## src/rtl/axi4lite_pkg.sv

```systemverilog
// Shared types and response codes for the AXI4-Lite memory slave.
// Imported by the interface users, the top and the testbench.
package axi4lite_pkg;

    localparam logic [1:0] RESP_OKAY   = 2'b00;
    localparam logic [1:0] RESP_SLVERR = 2'b10;

    typedef enum logic {
        W_IDLE,
        W_RESP
    } wstate_t;

    typedef enum logic {
        R_IDLE,
        R_DATA
    } rstate_t;

endpackage

```

## src/rtl/axi4lite_slave_mem_if.sv

```systemverilog
// AXI4-Lite bus bundle between a master and the memory slave.
// The slave modport is the mirror of the master modport.
interface axi4lite_slave_mem_if #(
    parameter int ADDR_W = 32,
    parameter int DATA_W = 128
);
    logic [ADDR_W-1:0]   awaddr;
    logic                awvalid;
    logic                awready;
    logic [DATA_W-1:0]   wdata;
    logic [DATA_W/8-1:0] wstrb;
    logic                wvalid;
    logic                wready;
    logic [1:0]          bresp;
    logic                bvalid;
    logic                bready;
    logic [ADDR_W-1:0]   araddr;
    logic                arvalid;
    logic                arready;
    logic [DATA_W-1:0]   rdata;
    logic [1:0]          rresp;
    logic                rvalid;
    logic                rready;

    modport master (
        output awaddr, awvalid, wdata, wstrb, wvalid,
        output bready, araddr, arvalid, rready,
        input  awready, wready, bresp, bvalid,
        input  arready, rdata, rresp, rvalid
    );

    modport slave (
        input  awaddr, awvalid, wdata, wstrb, wvalid,
        input  bready, araddr, arvalid, rready,
        output awready, wready, bresp, bvalid,
        output arready, rdata, rresp, rvalid
    );
endinterface

```

## src/rtl/axi4lite_ram.sv

```systemverilog
// Word-organised storage with a byte-enabled write port and a
// registered read port; contents are deliberately left unreset.
module axi4lite_ram #(
    parameter int DATA_W = 128,
    parameter int DEPTH  = 16,
    localparam int AW    = $clog2(DEPTH),
    localparam int NB    = DATA_W / 8
) (
    input  logic              clk,
    input  logic              rst,
    input  logic              we,
    input  logic [AW-1:0]     waddr,
    input  logic [DATA_W-1:0] wdata,
    input  logic [NB-1:0]     wbe,
    input  logic              re,
    input  logic [AW-1:0]     raddr,
    output logic [DATA_W-1:0] rdata
);
    logic [DATA_W-1:0] mem [DEPTH];

    always_ff @(posedge clk) begin
        if (we) begin
            for (int i = 0; i < NB; i++) begin
                if (wbe[i]) mem[waddr][i*8 +: 8] <= wdata[i*8 +: 8];
            end
        end
    end

    // Same-edge read of a word being written sees the old contents.
    always_ff @(posedge clk or posedge rst) begin
        if (rst)     rdata <= '0;
        else if (re) rdata <= mem[raddr];
    end
endmodule

```

## src/rtl/axi4lite_slave_mem.sv

```systemverilog
// AXI4-Lite slave backed by a small byte-writable memory.
// Independent write (AW/W/B) and read (AR/R) state machines.
module axi4lite_slave_mem
    import axi4lite_pkg::*;
#(
    parameter int ADDR_W = 32,
    parameter int DATA_W = 128,
    parameter int DEPTH  = 16
) (
    input logic                 clk,
    input logic                 rst,
    axi4lite_slave_mem_if.slave bus
);
    localparam int NB  = DATA_W / 8;
    localparam int OFS = $clog2(NB);
    localparam int IW  = $clog2(DEPTH);

    function automatic logic in_range(input logic [ADDR_W-1:0] a);
        return (a >> (OFS + IW)) == '0;
    endfunction

    function automatic logic [IW-1:0] widx(input logic [ADDR_W-1:0] a);
        return a[OFS +: IW];
    endfunction

    wstate_t             wstate;
    logic                aw_held;
    logic                w_held;
    logic [ADDR_W-1:0]   aw_q;
    logic [DATA_W-1:0]   wd_q;
    logic [NB-1:0]       ws_q;
    logic                bvalid_q;
    logic [1:0]          bresp_q;

    logic                awready;
    logic                wready;
    logic                aw_fire;
    logic                w_fire;
    logic                commit;
    logic [ADDR_W-1:0]   cur_addr;
    logic [DATA_W-1:0]   cur_data;
    logic [NB-1:0]       cur_strb;

    assign awready  = (wstate == W_IDLE) && !aw_held;
    assign wready   = (wstate == W_IDLE) && !w_held;
    assign aw_fire  = bus.awvalid && awready;
    assign w_fire   = bus.wvalid && wready;
    assign cur_addr = aw_held ? aw_q : bus.awaddr;
    assign cur_data = w_held ? wd_q : bus.wdata;
    assign cur_strb = w_held ? ws_q : bus.wstrb;
    assign commit   = (wstate == W_IDLE)
                    && (aw_held || aw_fire)
                    && (w_held || w_fire);

    always_ff @(posedge clk or posedge rst) begin
        if (rst) begin
            wstate   <= W_IDLE;
            aw_held  <= 1'b0;
            w_held   <= 1'b0;
            aw_q     <= '0;
            wd_q     <= '0;
            ws_q     <= '0;
            bvalid_q <= 1'b0;
            bresp_q  <= RESP_OKAY;
        end else begin
            unique case (wstate)
                W_IDLE: begin
                    if (aw_fire) begin
                        aw_held <= 1'b1;
                        aw_q    <= bus.awaddr;
                    end
                    if (w_fire) begin
                        w_held <= 1'b1;
                        wd_q   <= bus.wdata;
                        ws_q   <= bus.wstrb;
                    end
                    if (commit) begin
                        wstate   <= W_RESP;
                        bvalid_q <= 1'b1;
                        bresp_q  <= in_range(cur_addr) ? RESP_OKAY
                                                       : RESP_SLVERR;
                    end
                end
                W_RESP: begin
                    if (bvalid_q && bus.bready) begin
                        wstate   <= W_IDLE;
                        bvalid_q <= 1'b0;
                        aw_held  <= 1'b0;
                        w_held   <= 1'b0;
                    end
                end
            endcase
        end
    end

    rstate_t             rstate;
    logic                rvalid_q;
    logic [1:0]          rresp_q;
    logic                rerr_q;
    logic                arready;
    logic                ar_fire;
    logic [DATA_W-1:0]   ram_rdata;

    assign arready = (rstate == R_IDLE);
    assign ar_fire = bus.arvalid && arready;

    always_ff @(posedge clk or posedge rst) begin
        if (rst) begin
            rstate   <= R_IDLE;
            rvalid_q <= 1'b0;
            rresp_q  <= RESP_OKAY;
            rerr_q   <= 1'b0;
        end else begin
            unique case (rstate)
                R_IDLE: begin
                    if (ar_fire) begin
                        rstate   <= R_DATA;
                        rvalid_q <= 1'b1;
                        rerr_q   <= !in_range(bus.araddr);
                        rresp_q  <= in_range(bus.araddr) ? RESP_OKAY
                                                         : RESP_SLVERR;
                    end
                end
                R_DATA: begin
                    if (rvalid_q && bus.rready) begin
                        rstate   <= R_IDLE;
                        rvalid_q <= 1'b0;
                    end
                end
            endcase
        end
    end

    axi4lite_ram #(
        .DATA_W (DATA_W),
        .DEPTH  (DEPTH)
    ) u_ram (
        .clk   (clk),
        .rst   (rst),
        .we    (commit && in_range(cur_addr)),
        .waddr (widx(cur_addr)),
        .wdata (cur_data),
        .wbe   (cur_strb),
        .re    (ar_fire && in_range(bus.araddr)),
        .raddr (widx(bus.araddr)),
        .rdata (ram_rdata)
    );

    assign bus.awready = awready;
    assign bus.wready  = wready;
    assign bus.bvalid  = bvalid_q;
    assign bus.bresp   = bresp_q;
    assign bus.arready = arready;
    assign bus.rvalid  = rvalid_q;
    assign bus.rresp   = rresp_q;
    assign bus.rdata   = rerr_q ? '0 : ram_rdata;
endmodule

```

## src/flat_wrapper.sv

```systemverilog
// flat-port wrapper written by rule: the top's interface ports become plain ports
module axi4lite_slave_mem_flat import axi4lite_pkg::*;
#(
    parameter int ADDR_W = 32,
    parameter int DATA_W = 128,
    parameter int DEPTH  = 16
)
  (clk, rst, bus_awaddr, bus_awvalid, bus_wdata, bus_wstrb, bus_wvalid, bus_bready, bus_araddr, bus_arvalid, bus_rready, bus_awready, bus_wready, bus_bresp, bus_bvalid, bus_arready, bus_rdata, bus_rresp, bus_rvalid);
  axi4lite_slave_mem_if #(.ADDR_W(ADDR_W), .DATA_W(DATA_W)) bus_i ();
  input logic clk;
  input logic rst;
  input wire logic [$bits(bus_i.awaddr)-1:0] bus_awaddr;
  input wire logic [$bits(bus_i.awvalid)-1:0] bus_awvalid;
  input wire logic [$bits(bus_i.wdata)-1:0] bus_wdata;
  input wire logic [$bits(bus_i.wstrb)-1:0] bus_wstrb;
  input wire logic [$bits(bus_i.wvalid)-1:0] bus_wvalid;
  input wire logic [$bits(bus_i.bready)-1:0] bus_bready;
  input wire logic [$bits(bus_i.araddr)-1:0] bus_araddr;
  input wire logic [$bits(bus_i.arvalid)-1:0] bus_arvalid;
  input wire logic [$bits(bus_i.rready)-1:0] bus_rready;
  output wire logic [$bits(bus_i.awready)-1:0] bus_awready;
  output wire logic [$bits(bus_i.wready)-1:0] bus_wready;
  output wire logic [$bits(bus_i.bresp)-1:0] bus_bresp;
  output wire logic [$bits(bus_i.bvalid)-1:0] bus_bvalid;
  output wire logic [$bits(bus_i.arready)-1:0] bus_arready;
  output wire logic [$bits(bus_i.rdata)-1:0] bus_rdata;
  output wire logic [$bits(bus_i.rresp)-1:0] bus_rresp;
  output wire logic [$bits(bus_i.rvalid)-1:0] bus_rvalid;
  assign bus_i.awaddr = bus_awaddr;
  assign bus_i.awvalid = bus_awvalid;
  assign bus_i.wdata = bus_wdata;
  assign bus_i.wstrb = bus_wstrb;
  assign bus_i.wvalid = bus_wvalid;
  assign bus_i.bready = bus_bready;
  assign bus_i.araddr = bus_araddr;
  assign bus_i.arvalid = bus_arvalid;
  assign bus_i.rready = bus_rready;
  assign bus_awready = bus_i.awready;
  assign bus_wready = bus_i.wready;
  assign bus_bresp = bus_i.bresp;
  assign bus_bvalid = bus_i.bvalid;
  assign bus_arready = bus_i.arready;
  assign bus_rdata = bus_i.rdata;
  assign bus_rresp = bus_i.rresp;
  assign bus_rvalid = bus_i.rvalid;
  axi4lite_slave_mem #(.ADDR_W(ADDR_W), .DATA_W(DATA_W), .DEPTH(DEPTH)) u_core (.clk(clk), .rst(rst), .bus(bus_i));
endmodule
```

## config.mk

```make
export PLATFORM = sky130hd
export DESIGN_NAME = axi4lite_slave_mem_flat
export DESIGN_NICKNAME = d
export VERILOG_FILES = /design/src/rtl/axi4lite_pkg.sv /design/src/rtl/axi4lite_slave_mem_if.sv /design/src/rtl/axi4lite_ram.sv /design/src/rtl/axi4lite_slave_mem.sv /design/src/flat_wrapper.sv
export SDC_FILE = /design/constraint.sdc
export NUM_CORES = 2
export LEC_CHECK = 0
export BUFFER_PORTS_ARGS = -buffer_cell sky130_fd_sc_hd__buf_2
export CORE_UTILIZATION = 43
export CTS_CLUSTER_SIZE = 10
export DETAILED_ROUTE_END_ITERATION = 8
export GPL_TIMING_DRIVEN = 0
export PLACE_DENSITY = 0.67
export SYNTH_ARGS = -nofsm -noshare
export SYNTH_HDL_FRONTEND = slang
export SYNTH_SLANG_ARGS = --single-unit
export TNS_END_PERCENT = 20
```

## constraint.sdc

```tcl
create_clock -name clk -period 8.6 [get_ports clk]
set_input_delay 0.43 -clock clk [delete_from_list [all_inputs] [get_ports clk]]
set_output_delay 0.43 -clock clk [all_outputs]
set_load 0.01 [all_outputs]
```

After elaboration in Yosys (flattened, before gate mapping)

Memory sizes are Yosys's and may differ from the RTL's. A register that Yosys moved wholly into a read port is not among the register bits.
Index checks and enable logic that the tools add are counted.

Memories: 1
Output and inout bits: 137
Flip-flop bits (word level): 187
Bits in writable memories: 2048

Equality and inequality tests: 6
Reductions and logical operators: 26
Bitwise gates (word level): 2
Mux-type cells: 70

Memories:

| name             | words | bits a word | rd ports | clocked after Yosys merged registers in | wr ports | RTL line           | source |
|---|---|---|---|---|---|---|---|
| u_core.u_ram.mem | 16    | 128         | 1        | 1                                       | 1        | axi4lite_ram.sv:19 | `logic [DATA_W-1:0] mem [DEPTH];` |

Operators by type and width:

| operator                                      | number |
|---|---|
| 2-to-1 mux 128 bit                            | 2 |
| zero test 32 bit                              | 2 |
| 2-to-1 mux 1 bit                              | 58 |
| 2-to-1 mux 32 bit                             | 1 |
| 2-to-1 mux 16 bit                             | 1 |
| AND reduction 2 bit                           | 8 |
| case mux 1 bit (2 select lines)               | 6 |
| logical AND 1 bit                             | 11 |
| != test 2 x 1 -> 1 bit, second input constant | 3 |
| != test 2 bit, second input constant          | 3 |
| 2-to-1 mux 2 bit                              | 2 |
| zero test 1 bit                               | 3 |
| logical OR 1 bit                              | 2 |
| inverter 1 bit                                | 2 |

Longest topological paths before layout

Depth after elaboration: 9
Gate-level depth with buffers: 9
Mapped depth without buffers: 4

Hierarchy

Synthesis repeated with hierarchy kept, for this count alone.

Cells, all modules: 4785
Area total of the unflattened synthesis: 92152.1 um2

Modules (own cells, without submodules):

| module             | times used | area an instance (um2) | cells each | seq. area each (um2) |
|---|---|---|---|---|
| axi4lite_ram       | 1          | 82640.5                | 4045       | 64702.1 |
| axi4lite_slave_mem | 1          | 9511.6                 | 740        | 4504.3 |

Least setup slack after synthesis

Ideal clock, no wire load.

Path type: flip-flop to flip-flop
Start point: reg u_core.aw_held
End point: mem u_core.u_ram.mem[15][112] (enable)
Data arrival time: 2186 ps
Path slack: 6030 ps
Required time: 8217 ps
Library setup time: 383 ps
Stages on the path, launching flop included: 9
Cell sequence: dfrtp_1 > buf_2 > nor4b_1 > nand4_1 > o22a_1 > clkbuf_1 > clkbuf_1 > buf_2 > nor3_1

Cells in the longest elaborated chain, start to end: 9

Ends and longest elaborated chain:

| element                                                   | RTL line                 | source |
|---|---|---|
| from (decl)                                               | axi4lite_slave_mem.sv:27 | `logic aw_held;` |
| from (signal assigned)                                    | axi4lite_slave_mem.sv:58 | `aw_held <= 1'b0;` |
| from (signal assigned)                                    | axi4lite_slave_mem.sv:69 | `aw_held <= 1'b1;` |
| from (signal assigned)                                    | axi4lite_slave_mem.sv:88 | `aw_held <= 1'b0;` |
| branches (longest 9 deep; another with 2-to-1 mux 32 bit) | n/a                      |  |
| to (decl)                                                 | axi4lite_ram.sv:19       |  |

Several ways; the timed one is not identified.

Final worst setup path

Start point: reg u_core.aw_held
End point: mem u_core.u_ram.mem[15][9] (enable)

The elaborated chain is that of the path after synthesis.

==> flow_summary.toml <==
[global_route]
first_global_vias = 52300
overflow = 0
grt_usage = 0.251
grt_pass1_wl_um = 383000
grt_max_degree = 44
antenna_found_initial = 22

[worst_setup_path]
crit_type = "register to register"
path_max_fanout = 10
critical_path_arrival_ps = 4660
crit_required_ps = 9090
worstSetupEndpointType = "register"
cp-start-kind = "register"

[pwr]
vdd_ir_drop_max_mv = 0.275
p_leak_nw = 36.8
p_total_mw = 30.3
power_density_nw_per_um2 = 273

[timing]
fin_ws_ps = 4440
worstMarginPinSlew_ps = 1590
min_period_ps = 4160
fmax_mhz = 240
slew_headroom = -0.0578
fin_tns_setup_ps = 0
rsz0062_at_grt = "false"
setup_viol = 0
drv_slew = 55
whs_ps = 101
fin_crit_sh = 0.484
hold_viol_final = 0
fin_skew_ps = 59.4

[cts]
clockRootBuffer = "clkbuf_16"
clkTransAtPathRegs_ps = 60
cts_sinks = 2356
clk_latency_ps = 920
cts_resized = 0
htreeDepth = 5
numCtsBuffers = 292
cts_tree = "yes"
clockBufferDepth = 4

[route]
ant_nets = 0
vias_per_cell = 5.99
drtIter0Drc = 6479
drc = 0
first_pass_iters = 9
via_count = 51300
wirelength_um = 274000
routedWlPerCell_um = 32.0

[synthesis]
yosys_register_bits = 2356
synth_top_area_share = 0.663
synth_ff_type = "edfxtp_1"
synth.area.top_cells = "edfxtp_1 66%, mux4_2 12%, dfrtp_1 8.3%"
yosys.area.top_type = "edfxtp_1"
synth_edf_count = 2048
synthTopCellsByCount = "2,048 x edfxtp_1, 497 x mux4_2, 377 x mux2_2, 308 x dfrtp_1, 257 x nor3_1"
synth-warning-count = 0
synthCells = 4576
synth_most_common_cell = "edfxtp_1"
yosysSeqAreaShare = 0.746
synth_area_um2 = 92700
async_flop_share = 0.131
yosys.cell_types.count = 41
avgSynthCellArea_um2 = 20.3

[placement]
dpl-instance-area_um2 = 101000
pre_cts_ws_ps = 4370
dp_cells = 7882
dpl.hpwl_um = 187000
port_buffers = 337
place.gp.congestion = 0.906

[min_path]
hp-class = "input port to asynchronous set/reset pin"

[final_layout]
n_fill_cell = 16900
layout.nets = 5732
regArea_um2 = 69200
multi_input_area_um2 = 23200
areaGrowthSynthToFinish_pct = 19.5
finish.utilization = 0.517
layout-drive-gt1-share = 0.358
fin_cells = 8555
final_cell_area_um2 = 111000

[floorplan]
io_pins = 352
die_h_um = 466
core.rowCount = 170
dieArea_um2 = 217000
die-width_um = 466
coreArea_um2 = 214000
initial_core_util = 0.432

[outcome]
status = "finished with violations"
violations = "capacitance limit, slew limit"

[job]
maxCapViolations = 5
-- cells in the final DEF, fill, tap and decap left out, types with 81 or more instances in the layout --
cell           netlist  final
nor3_2               0    246
mux4_2             497    497
mux2_2             377    377
buf_2               97    439
clkbuf_1           153    320
o21ai_0            106    106
buf_6               20    120
mux2i_1            123    123
nor2b_1            131    131
clkbuf_16            0    297
edfxtp_1          2048   2048
o21ai_1             81     81
dlygate4sd3_1        0    178
dfrtp_1            308    308
-- where the power goes --
part	internal, mW	switching (mW)
Combinational	1.29	3.36
Clock	6.41	4.44
Sequential	14.6	0.208
-- area by class of cell --
| cell class | count | area share |
|---|---|---|
| diodes | 9 | 0.000203 |
| plain buffers | 321 | 0.0140 |
| clock buffers | 468 | 0.0730 |
| clock inverters | 17 | 0.00121 |
| inverters | 11 | 0.000407 |
| multi-input cells | 1889 | 0.209 |
| flip-flops and latches | 2356 | 0.625 |
| well taps | 2838 | 0.0321 |
| repair buffers | 646 | 0.0451 |
-- timing repair --
| item | CTS | global route |
|---|---|---|
| endpoints found under the setup margin | 0 | 0 |
| hold endpoints to repair | 290 | 0 |
| hold buffers | 178 | 0 |
| setup buffers | 0 | 0 |
-- kinds of logic (layout without fill, tap and decap cells) --
group                  Yosys count  after routing  share of synthesized area
AO/OA/AOI/OAI                  390            390                     0.0283
multiplexers                   999            999                      0.180
buffers and inverters          332           1463                     0.0171
other                            1             11                  0.0000404
flip-flops                    2356           2356                      0.746
AND/OR/NAND/NOR                498            498                     0.0281
-- state kept, by name, summed over array words and instances, names as in the netlist --
signal,count
u_core.u_ram.rdata,128
u_core.u_ram.mem,2048
u_core.rstate,1
u_core.aw_held,1
u_core.bus.bvalid,1
u_core.wstate,1
u_core.aw_q,28
u_core.bus.rvalid,1
u_core.bus.bresp,1
u_core.rerr_q,1
u_core.ws_q,16
u_core.wd_q,128
u_core.w_held,1
-- metal layers --
layer | vias to the layer above | wire, um | global-route usage
li1 | 20700 | - | -
met1 | 26700 | 102000 | 0.326
met2 | 3127 | 126000 | 0.387
met3 | 731 | 28300 | 0.0657
met4 | 8 | 16600 | 0.136
met5 | - | 75 | 0.00132
-- path summary, 6_finish.rpt --
path / slack [ps] / to / cells past startpoint / startpoint
worst max-delay path: 4440 / u_core.u_ram.mem[15][9]$_DFFE_PP_ / 7 / u_core.aw_held$_DFFE_PP0P_
worst min-delay path: 100 / u_core.u_ram.rdata[20]$_DFFE_PP0P_ / 4 / rst
worst max register to register: 4440 / u_core.u_ram.mem[15][9]$_DFFE_PP_ / 7 / u_core.aw_held$_DFFE_PP0P_
worst min register to register: 490 / u_core.u_ram.rdata[5]$_DFFE_PP0P_ / 2 / u_core.u_ram.rdata[5]$_DFFE_PP0P_
max in group asynchronous: 7340 / u_core.u_ram.rdata[80]$_DFFE_PP0P_ / 7 / rst
min in group clk: 130 / u_core.wstate$_DFF_PP0_ / 3 / bus_awvalid
-- critical path: stages (launching register included) --
cell and delay, ps:
dfrtp_1 320, buf_2 330, buf_2 300, nand2_1 100
o32ai_1 280, nand2_1 580, clkbuf_1 720, nor3_2 1070
Note: power is estimated with default switching activity, not from simulation.
